<file path="src/rtl/sw_run_ctrl.sv">
// Stopwatch run control: button conditioning, IDLE/RUN/PAUSE/DONE sequencing and the
// count-enable timebase feeding the digit counter chain.

module sw_run_ctrl_btn #(
    parameter int DEBOUNCE_CYCLES = 500000
) (
    input  logic i_clk,
    input  logic i_reset,
    input  logic i_raw,
    output logic o_press
);
    localparam int DW = (DEBOUNCE_CYCLES > 2) ? $clog2(DEBOUNCE_CYCLES) : 1;
    localparam logic [DW-1:0] DEB_MAX = DW'(DEBOUNCE_CYCLES - 1);

    logic [1:0]    r_sync;
    logic          r_lvl;
    logic [DW-1:0] r_cnt;
    logic          r_press;
    logic          w_synced;

    assign w_synced = r_sync[1];
    assign o_press  = r_press;

    always_ff @(posedge i_clk) begin
        if (i_reset) begin
            r_sync  <= '0;
            r_lvl   <= 1'b0;
            r_cnt   <= '0;
            r_press <= 1'b0;
        end else begin
            r_sync  <= {r_sync[0], i_raw};
            r_press <= 1'b0;
            if (w_synced == r_lvl) begin
                r_cnt <= '0;
            end else if (r_cnt == DEB_MAX) begin
                // Level accepted; only a rising acceptance is a press.
                r_lvl   <= w_synced;
                r_cnt   <= '0;
                r_press <= w_synced;
            end else begin
                r_cnt <= r_cnt + DW'(1);
            end
        end
    end
endmodule

module sw_run_ctrl #(
    parameter int TICK_DIV        = 50000000,
    parameter int DEBOUNCE_CYCLES = 500000
) (
    input  logic i_clk,
    input  logic i_reset,
    input  logic i_btn_start_stop,
    input  logic i_btn_clear,
    input  logic i_sw_reverse,
    input  logic i_cnt_zero,
    output logic o_tick,
    output logic o_reverse,
    output logic o_clr,
    output logic o_running,
    output logic o_done
);
    localparam int PW = $clog2(TICK_DIV);
    localparam logic [PW-1:0] PRE_MAX = PW'(TICK_DIV - 1);

    typedef enum logic [1:0] {S_IDLE, S_RUN, S_PAUSE, S_DONE} state_t;

    state_t        r_state, w_state_nxt;
    logic [PW-1:0] r_pre, w_pre_nxt;
    logic          r_tick, w_tick_nxt;
    logic          r_clr, w_clr_nxt;
    logic          r_reverse, w_rev_nxt;
    logic          r_running, r_done;
    logic [1:0]    r_rev_sync;
    logic [1:0]    w_raw, w_press;
    logic          w_start_p, w_clear_p;

    assign w_raw     = {i_btn_clear, i_btn_start_stop};
    assign w_start_p = w_press[0];
    assign w_clear_p = w_press[1];

    for (genvar g = 0; g < 2; g++) begin : g_btn
        sw_run_ctrl_btn #(.DEBOUNCE_CYCLES(DEBOUNCE_CYCLES)) u_btn (
            .i_clk   (i_clk),
            .i_reset (i_reset),
            .i_raw   (w_raw[g]),
            .o_press (w_press[g])
        );
    end

    always_comb begin
        w_state_nxt = r_state;
        w_pre_nxt   = r_pre;
        w_tick_nxt  = 1'b0;
        w_clr_nxt   = 1'b0;
        w_rev_nxt   = r_reverse;
        if (r_state == S_IDLE || r_state == S_PAUSE)
            w_rev_nxt = r_rev_sync[1];
        if (w_clear_p) begin
            w_state_nxt = S_IDLE;
            w_pre_nxt   = '0;
            w_clr_nxt   = 1'b1;
        end else begin
            case (r_state)
                S_IDLE: if (w_start_p) begin
                    w_pre_nxt   = '0;
                    w_state_nxt = (r_reverse && i_cnt_zero) ? S_DONE : S_RUN;
                end
                S_RUN: begin
                    // A pause freezes the prescaler so resuming neither loses nor repeats a tick.
                    if (w_start_p) begin
                        w_state_nxt = S_PAUSE;
                    end else if (r_pre == PRE_MAX) begin
                        w_pre_nxt = '0;
                        if (r_reverse && i_cnt_zero) w_state_nxt = S_DONE;
                        else                         w_tick_nxt  = 1'b1;
                    end else begin
                        w_pre_nxt = r_pre + PW'(1);
                    end
                end
                S_PAUSE: if (w_start_p) w_state_nxt = S_RUN;
                S_DONE: ;
            endcase
        end
    end

    always_ff @(posedge i_clk) begin
        if (i_reset) begin
            r_state    <= S_IDLE;
            r_pre      <= '0;
            r_tick     <= 1'b0;
            r_clr      <= 1'b0;
            r_reverse  <= 1'b0;
            r_running  <= 1'b0;
            r_done     <= 1'b0;
            r_rev_sync <= '0;
        end else begin
            r_state    <= w_state_nxt;
            r_pre      <= w_pre_nxt;
            r_tick     <= w_tick_nxt;
            r_clr      <= w_clr_nxt;
            r_reverse  <= w_rev_nxt;
            r_running  <= (w_state_nxt == S_RUN);
            r_done     <= (w_state_nxt == S_DONE);
            r_rev_sync <= {r_rev_sync[0], i_sw_reverse};
        end
    end

    assign o_tick    = r_tick;
    assign o_clr     = r_clr;
    assign o_reverse = r_reverse;
    assign o_running = r_running;
    assign o_done    = r_done;
endmodule

</file>
<file path="config.mk">
export PLATFORM = sky130hd
export DESIGN_NAME = sw_run_ctrl
export DESIGN_NICKNAME = d
export VERILOG_FILES = /design/src/rtl/sw_run_ctrl.sv
export SDC_FILE = /design/constraint.sdc
export NUM_CORES = 1
export LEC_CHECK = 0
export ABC_AREA = 1
export CORE_MARGIN = 2
export CORE_UTILIZATION = 56
export CTS_CLUSTER_SIZE = 25
export DETAILED_ROUTE_END_ITERATION = 6
export GPL_TIMING_DRIVEN = 0
export PLACE_DENSITY = 0.76
export SLEW_MARGIN = 20
export SYNTH_ARGS = -nofsm -noshare
export SYNTH_HDL_FRONTEND = slang
export SYNTH_SLANG_ARGS = --single-unit
</file>
<file path="constraint.sdc">
create_clock -name i_clk -period 1.5 [get_ports i_clk]
set_input_delay 0.225 -clock i_clk [delete_from_list [all_inputs] [get_ports i_clk]]
set_output_delay 0.225 -clock i_clk [all_outputs]
set_load 0.1 [all_outputs]
</file>
After elaboration in Yosys (flattened, before gate mapping)
Index checks and enable logic that the tools add are counted.

Flip-flop bits (word level): 81. Input port bits: 6. Output and inout port bits: 5. Word-level logic and storage cells: 63.

$add $sub $neg: 3. Eq/ne operators: 11. Muxes and demuxes: 14. Bitwise gates (word level): 6. Reductions and logical operators: 13.

Operators with widths (number): $mux 26 (3); $pmux 26 s2 (1); $add 19x1->19 const B (2); $eq 19x19->1 const B (2); $add 26x1->26 const B (1); $eq 26x26->1 const B (1); $mux 2 (7); $reduce_or 3->1 (4); $not 1->1 (6); $pmux 2 s3 (1); $reduce_or 5->1 (1); $eq 2x1->1 const B (2); $eq 2x2->1 const B (2); $reduce_and 2->1 (2); $reduce_and 3->1 (1); $eq 1x1->1 (2); $logic_not 2->1 (1); $mux 1 (2); $ne 2x1->1 const B (1); $ne 2x2->1 const B (1); $reduce_bool 2->1 (1); $reduce_or 2->1 (1); $logic_and 1x1->1 (1); $logic_or 1x1->1 (1).

Longest topological paths before layout
Gate-level depths: netlist (run 1).

Depth after elaboration: 7. Depth in mapped cells: 11. Depth with buffers taken out: 10.

Modules after synthesis
From an unflattened synthesis (run 1), not the netlist that was laid out.

Cells, all modules: 658. Area total of the unflattened synthesis: 4388.0 um^2.

Modules (own cells, without submodules): sw_run_ctrl_btn (times used 2, cells each 173, area an instance 1156.1 um^2, sequential area each 460.4 um^2); sw_run_ctrl (times used 1, cells each 312, area an instance 2075.7 um^2, sequential area each 700.7 um^2).

Least setup slack after synthesis (run 1)
No wires, ideal clock.

Kind: flip-flop to flip-flop. From: reg r_reverse, in the netlist o_reverse. To: reg r_state[1]. Library setup time: 0.065 ns. Arrival: 1.590 ns. Data required time: 1.435 ns. Slack: -0.156 ns. Stages on the path, launching flop included: 7. Path buffers: 0. Clock period less this slack: 1.656 ns. Cells stage by stage: dfxtp_1 -> nand2_1 -> o211ai_1 -> o21ai_0 -> o21ai_2 -> nand2_1 -> nor2_1.

Cells in the longest elaborated chain, start to end: 6. Elaborated cells between the ends (all ways): 8. Classes of those cells: mux: 7; reduce/logical: 1.

RTL lines: start: declaration (line 72) `logic r_reverse, w_rev_nxt;`; start signal: assignment (line 142) `r_reverse <= w_rev_nxt;`; $logic_and 1x1->1 (*) (line 107, 115); $mux 2 (line 115) `if (r_reverse && i_cnt_zero) w_state_nxt = S_DONE;`; $mux 2 (line 113) `end else if (r_pre == PRE_MAX) begin`; $mux 2 (line 111) `if (w_start_p) begin`; $pmux 2 s3 (*) (line 104) `case (r_state)`; $mux 2 (*) (line 99) `if (w_clear_p) begin`; end signal: assignment (line 138) `r_state <= w_state_nxt;`; end: declaration (line 68) `state_t r_state, w_state_nxt;`.

Every way passes the cells marked *; elsewhere a longest branch is shown, timed or not. A chain may end at the register's enable or synchronous reset.

Final worst setup path (run 1)
From: reg r_pre[0]. To: reg r_pre[16].

Cells in the longest elaborated chain, start to end: 4. Elaborated cells between the ends (all ways): 5. Classes of those cells: add/sub: 1; eq/ne: 1; mux: 3.

RTL lines: start: declaration (line 69) `logic [PW-1:0] r_pre, w_pre_nxt;`; start signal: assignment (line 139) `r_pre <= w_pre_nxt;`; $add 26x1->26 / $eq 26x26->1 (equally long branches) (line 118, 113); $mux 26 (*) (line 113); $mux 26 (*) (line 111); $pmux 26 s2 (*) (line 104).

Every way passes the cells marked *; elsewhere a longest branch is shown, timed or not. The select of a mux whose other input is x is not followed.

==> run metrics, run 1 <==
status finished with violations; failing checks negative setup slack; Syn Std Cell Area 0.004184 mm2; DR pass1 iterations 5; Cell variety after synth 40; R2R cell count 10; CP arrival 1.79 ns; setup slack on the worst flop-to-flop path -0.02 ns; antenna diode count 0; clock sink count 81; Mapped Cells 594; internal power 2.804 mW; first-pass GRT wire length 16,120 um; Fin Hold WS 0.3725 ns; area grow syn2layout 20.90%; WL/cell 13.04 um; CP endpoint kind flip-flop; setup TNS -0.1925 ns; most area-consuming cells after synthesis dfxtp_1 (39%), nand2_1 (12%), nor2_1 (7.4%), inv_1 (7.1%), a21oi_1 (3.6%); final setup margin -0.02313 ns; net count after synthesis 603; Final Hold Fails 0; sequential fraction of the synthesis area 38.76%; WHS Endpoint g_btn[1].u_btn.r_sync[0]; post-route cell area 0.005059 mm2; #FFs+latches synth 81; core area 0.007253 mm2; leading area contributor after synthesis dfxtp_1; Leakage 1.794 nW; RSZ-0062 raised after global routing true; Die H 90.44 um; Global Route Usage Sum 23.89%; Peak Freq 0.6565 GHz; Comb pwr share 2.6%; Die W 90.44 um; I/O pins 11; Final Cycle Share 101.5%; total power divided by cell area 736.7 mW/mm2; NumNets Final 648; CTS tree built; Critical Setup Path Class reg2reg; Final Non-Filler Cells 743; r2r startpoint r_pre[0]; CTS Buf Count 9; Vias/cell 5.307; number of global-route vias before repair 3,733; post-layout util 69.74%; Worst Hold Depth 3; DP HPWL 6409 um; drt drc 0; switching share of power 24.76%; hold_buf cts 0; startpoint type of the worst setup path flip-flop; WP data required 1.76 ns; # port buffers 10; Crit Path Max Fanout 7; DRT Wirelength 9688 um; R2R Path End r_pre[16]; Tightest Hold Check Type in2reg; Synth top area share 38.76%; crit path time final 1.523 ns; switching power 922.6 uW; Die Area 0.008178 mm2; peak supply drop 513.1 uV; Cells after DPL 703; Placement Cell Area 0.004409 mm2; Flop pwr share 58.0%; initial antenna violation count 0; Max-Cap Viols 0; fillcell total 603; layout cells sized above 1 24.07%; Clock Tree Buf Depth 2; Final Max Slew Viols 0; Clock power frac 39.5%; Worst-path clk slew 0.09 ns; Least-Margin Pin Slew 0.5405 ns; Clock Latency Late Sink 0.36 ns; Slew HR 64.13%; largest net degree at the start of global routing 16; total power draw 3.727 mW; Setup WS pre-CTS -0.3085 ns; vias 3,943; DR iter-0 viols 223; hold_sp i_btn_clear; final setup vio count 13; Row Count 31; Fin Clk Skew 0.004859 ns; H-tree levels 3; root buffer cell clkbuf_8; Synth Warn # 0; Avg Inst Size Synth 7.044 um2; remaining antenna violation count 0; global route overflow 0; gpl congestion 0.8880; Starting Density 57.69%
-- cell usage in the layout, fill, tap and decap left out, types with 2 or more instances in the layout --
cell type	count
buf_6	4
buf_2	5
dfxtp_1	69
o21ai_0	9
xnor2_1	5
nor2_1	69
ha_4	2
o21ai_1	2
nand3_4	2
nand2_8	3
nand2_2	9
o21ai_2	2
nor3_2	10
o21bai_1	2
buf_4	22
dfxtp_4	2
dfxtp_2	10
nand2_4	6
inv_6	2
xor2_1	14
nor3_4	3
nand3_1	25
nand3_2	4
nor3_1	20
inv_2	6
inv_1	77
a21oi_1	28
clkbuf_8	9
nor2_2	20
clkdlybuf4s50_1	5
nor4_1	4
nor2_4	14
nand3b_1	7
nand4_1	19
a21oi_2	4
nand2_1	128
clkinvlp_4	3
-- worst max-delay path: stages (launching register included) --
cell	delay [ns]
dfxtp_4	0.38
ha_4	0.15
nand2_4	0.06
nor2_4	0.12
inv_2	0.08
nor2_4	0.17
nand2_4	0.09
nand2_4	0.11
nand2_8	0.10
nand2_8	0.11
nor3_2	0.05
-- registers in the layout, summed over array words and instances, names as in the netlist --
name,cells
o_done,1
o_tick,1
r_state,2
o_running,1
r_pre,26
o_reverse,1
o_clr,1
g_btn.u_btn.r_lvl,2
g_btn.u_btn.r_cnt,38
g_btn.u_btn.r_sync,4
g_btn.u_btn.o_press,2
r_rev_sync,2
-- synthesized netlist by cell type (all sizes together) --
cell and instances:
a21o 1, a21oi 33, and3 1, buf 8
clkbuf 1, clkinv 1, dfxtp 81, ha 3
inv 83, nand2 145, nand3 31, nand3b 7
nand4 19, nor2 103, nor3 33, nor4 5
o211ai 1, o21a 1, o21ai 14, o21bai 2
or2 2, xnor2 5, xor2 14
-- worst max-delay path by stage --
stage,start,end,slack [ns],depth (start not counted)
floorplan,g_btn[0].u_btn.r_cnt[0],g_btn[0].u_btn.r_cnt[13],0.007,9
CTS,r_pre[0],r_pre[24],-0.01,9
finish,r_pre[0],r_pre[16],-0.02,10
global placement,i_reset,o_running,-0.27,6
global route,r_pre[0],r_pre[16],-0.12,10
detailed placement,i_reset,o_running,-0.31,6
-- power by group through the flow --
stage                     clock network, mW  logic (mW)  registers [mW]
after detailed placement                  0      0.0792            2.21
after CTS                              1.50      0.0891            2.16
final                                  1.47      0.0960            2.16
after global routing                   1.61       0.104            2.16
after floorplan                           0      0.0440            2.22
after global placement                    0      0.0780            2.21
-- layout make-up --
class                           instances  area (um2)  area share (%)
Multi-Input combinational cell        421        2432           48.08
Clock buffer                            9       123.9           2.449
Inverter                               84       317.8           6.282
Buffer                                  8       58.81           1.163
Sequential cell                        81        1642           32.45
Tap cell                               99       123.9           2.449
Clock inverter                          7       53.80           1.064
Timing Repair Buffer                   34       306.5           6.060
-- per-layer routing --
metal | track usage (%) | share of wire [%] | vias to the layer above | routed length [um]
met2 | 40.35 | 49 | 114 | 4753
li1 | - | - | 1990 | -
met4 | 9.103 | 2.0 | 0 | 190
met1 | 29.23 | 44 | 1818 | 4238
met5 | 0 | 0 | - | 0
met3 | 6.260 | 5.2 | 21 | 505
-- logic make-up (layout without fill, tap and decap cells) --
logic type | count (synthesis) | after routing | synth area share [%]
AO/OA/AOI/OAI | 52 | 52 | 6.968
adder cells (fa/ha/maj) | 3 | 3 | 0.8972
buffers and inverters | 93 | 142 | 9.270
flip-flops | 81 | 81 | 38.76
XOR/XNOR | 19 | 19 | 3.977
AND/OR/NAND/NOR | 346 | 347 | 40.13
-- timing repair --
item / in CTS / in global routing
setup buffers: 14 / 9
cloned: 2 / 1
endpoints found under the setup margin: 68 / 62
pin swaps: 11 / 20
gates resized for setup: 46 / 57
(Power assumes the default switching activity.)
==> run 2, diff against run 1 <==
--- a/config.mk
+++ b/config.mk
@@ -6,7 +6,6 @@
 export NUM_CORES = 1
 export LEC_CHECK = 0
 export ABC_AREA = 1
-export CORE_MARGIN = 2
 export CORE_UTILIZATION = 56
 export CTS_CLUSTER_SIZE = 25
 export DETAILED_ROUTE_END_ITERATION = 6
==> run metrics, run 2 (synthesis gave the netlist of run 1 again) <==
final setup margin -0.06181 ns; Critical Setup Path Class reg2reg; drt drc 0; setup TNS -0.6670 ns; Largest Register g_btn.u_btn.r_cnt; # port buffers 10; r2r startpoint r_pre[1]; clock sink count 81; Leakage 1.820 nW; Final Hold Fails 0; fillcell total 570; CTS tree built; WL/cell 13.62 um; I/O pins 11; Row Count 31; Max-Cap Viols 0; initial antenna violation count 0; Final Max Slew Viols 0; Reg area 0.001643 mm2; DRT Wirelength 10,160 um; R2R Path End r_pre[4]; remaining antenna violation count 0; Die H 88.44 um; first-pass GRT wire length 16,010 um; Cells after DPL 703; area grow syn2layout 23.74%; gpl congestion 0.8548; DR iter-0 viols 166; peak supply drop 538.2 uV; WP data required 1.75 ns; Crit Path Max Fanout 7; total power divided by cell area 746.0 mW/mm2; number of global-route vias before repair 3,722; commonest non-fill, non-tap cells in the layout nand2_1 (123), inv_1 (76), nor2_1 (71); Tightest Hold Check Type in2reg; startpoint type of the worst setup path flip-flop; Die Area 0.007821 mm2; final setup vio count 15; Final Non-Filler Cells 746; Fin Clk Skew 0.01005 ns; Worst Hold Depth 3; R2R cell count 10; root buffer cell clkbuf_8; global route overflow 0; Worst-path clk slew 0.08 ns; vias 4,017; core area 0.007253 mm2; RSZ-0062 raised after global routing true; NumNets Final 651; Starting Density 57.69%; failing checks negative setup slack; Clock Latency Late Sink 0.36 ns; Vias/cell 5.385; multi-input logic area 0.002512 mm2; crit path time final 1.562 ns; largest net degree at the start of global routing 15; hold_buf cts 0; Slew HR 64.17%; Regs by FF count g_btn.u_btn.r_cnt (38), r_pre (26), g_btn.u_btn.r_sync (4); Die W 88.44 um; Global Route Usage Sum 26.29%; CP endpoint kind flip-flop; Final Cycle Share 104.1%; hold_sp i_btn_start_stop; WHS Endpoint g_btn[0].u_btn.r_sync[0]; H-tree levels 3; CTS Buf Count 9; DP HPWL 6388 um; setup slack on the worst flop-to-flop path -0.06 ns; layout cells sized above 1 26.74%; DR pass1 iterations 5; max reg flops 38; Least-Margin Pin Slew 0.5399 ns; Clock Tree Buf Depth 2; CP arrival 1.81 ns; Peak Freq 0.6403 GHz; Fin Hold WS 0.3894 ns; status finished with violations; antenna diode count 0; commonest non-fill, non-tap cell in the layout nand2_1; Setup WS pre-CTS -0.2358 ns
[run 2: worst max-delay path by stage]
stage	start	endpoint	slack, ns
after floorplan	g_btn[0].u_btn.r_cnt[0]	g_btn[0].u_btn.r_cnt[13]	0.007
after global placement	i_reset	o_running	-0.21
after detailed placement	g_btn[0].u_btn.r_cnt[0]	g_btn[0].u_btn.r_cnt[10]	-0.24
after CTS	g_btn[0].u_btn.r_cnt[1]	g_btn[0].u_btn.r_cnt[3]	-0.004
after global routing	r_pre[1]	r_pre[13]	-0.13
final	r_pre[1]	r_pre[4]	-0.06
[run 2: power breakdown]
part,internal [mW],total [mW],switching (mW)
Clock,0.772,1.61,0.833
Combinational,0.0355,0.0947,0.0593
Sequential,2.16,2.16,0.00611
Total,2.96,3.86,0.898
[run 2: per-layer routing]
layer | GRT usage (%) | vias to the layer above | share of wire, % | wire (um)
met5 | 0 | - | 0 | 0
met4 | 10.70 | 0 | 2.1 | 216
met3 | 5.690 | 23 | 4.2 | 429
met2 | 45.10 | 103 | 49 | 5013
met1 | 31.98 | 1895 | 44 | 4501
li1 | - | 1996 | - | -
[run 2: layout make-up]
cell class / instances / area share, %
inverters: 84 / 6.187
clock buffers: 10 / 2.465
well taps: 99 / 2.392
flip-flops and latches: 81 / 31.73
multi-input cells: 421 / 48.53
repair buffers: 37 / 6.283
plain buffers: 8 / 1.136
clock inverters: 6 / 1.281
[run 2: critical path, cell delays in order, from the launching register on]
cell and delay, ns:
dfxtp_2 0.36, ha_4 0.15, nand2_4 0.06, nor2_4 0.13
inv_2 0.08, nor2_4 0.17, nand2_4 0.11, nand2_4 0.11
nand2_8 0.11, nand2_8 0.12, nor3_2 0.04
[run 2: metrics by stage]
stage	utilization [%]	power (mW)	area [um2]
after floorplan	-	2.262	4185
after global placement	60.79	2.291	4409
after detailed placement	60.79	2.292	4409
after CTS	68.45	3.885	4965
after global routing	71.38	3.983	5177
final	71.38	3.863	5177
[run 2: timing repair]
item	4_1_cts	5_1_grt
pin swaps	13	28
resized for setup	50	74
gates cloned	3	0
setup buffers	22	7
setup endpoints to repair	67	68
==> run 3, diff against run 2 <==
--- a/config.mk
+++ b/config.mk
@@ -7,9 +7,10 @@
 export LEC_CHECK = 0
 export ABC_AREA = 1
 export CORE_UTILIZATION = 56
-export CTS_CLUSTER_SIZE = 25
+export CTS_CLUSTER_SIZE = 20
 export DETAILED_ROUTE_END_ITERATION = 6
 export GPL_TIMING_DRIVEN = 0
+export HOLD_SLACK_MARGIN = 0.05
 export PLACE_DENSITY = 0.76
 export SLEW_MARGIN = 20
 export SYNTH_ARGS = -nofsm -noshare
==> results of run 3 <==
The final DEF is identical to that of run 2; final timing and power are the same.
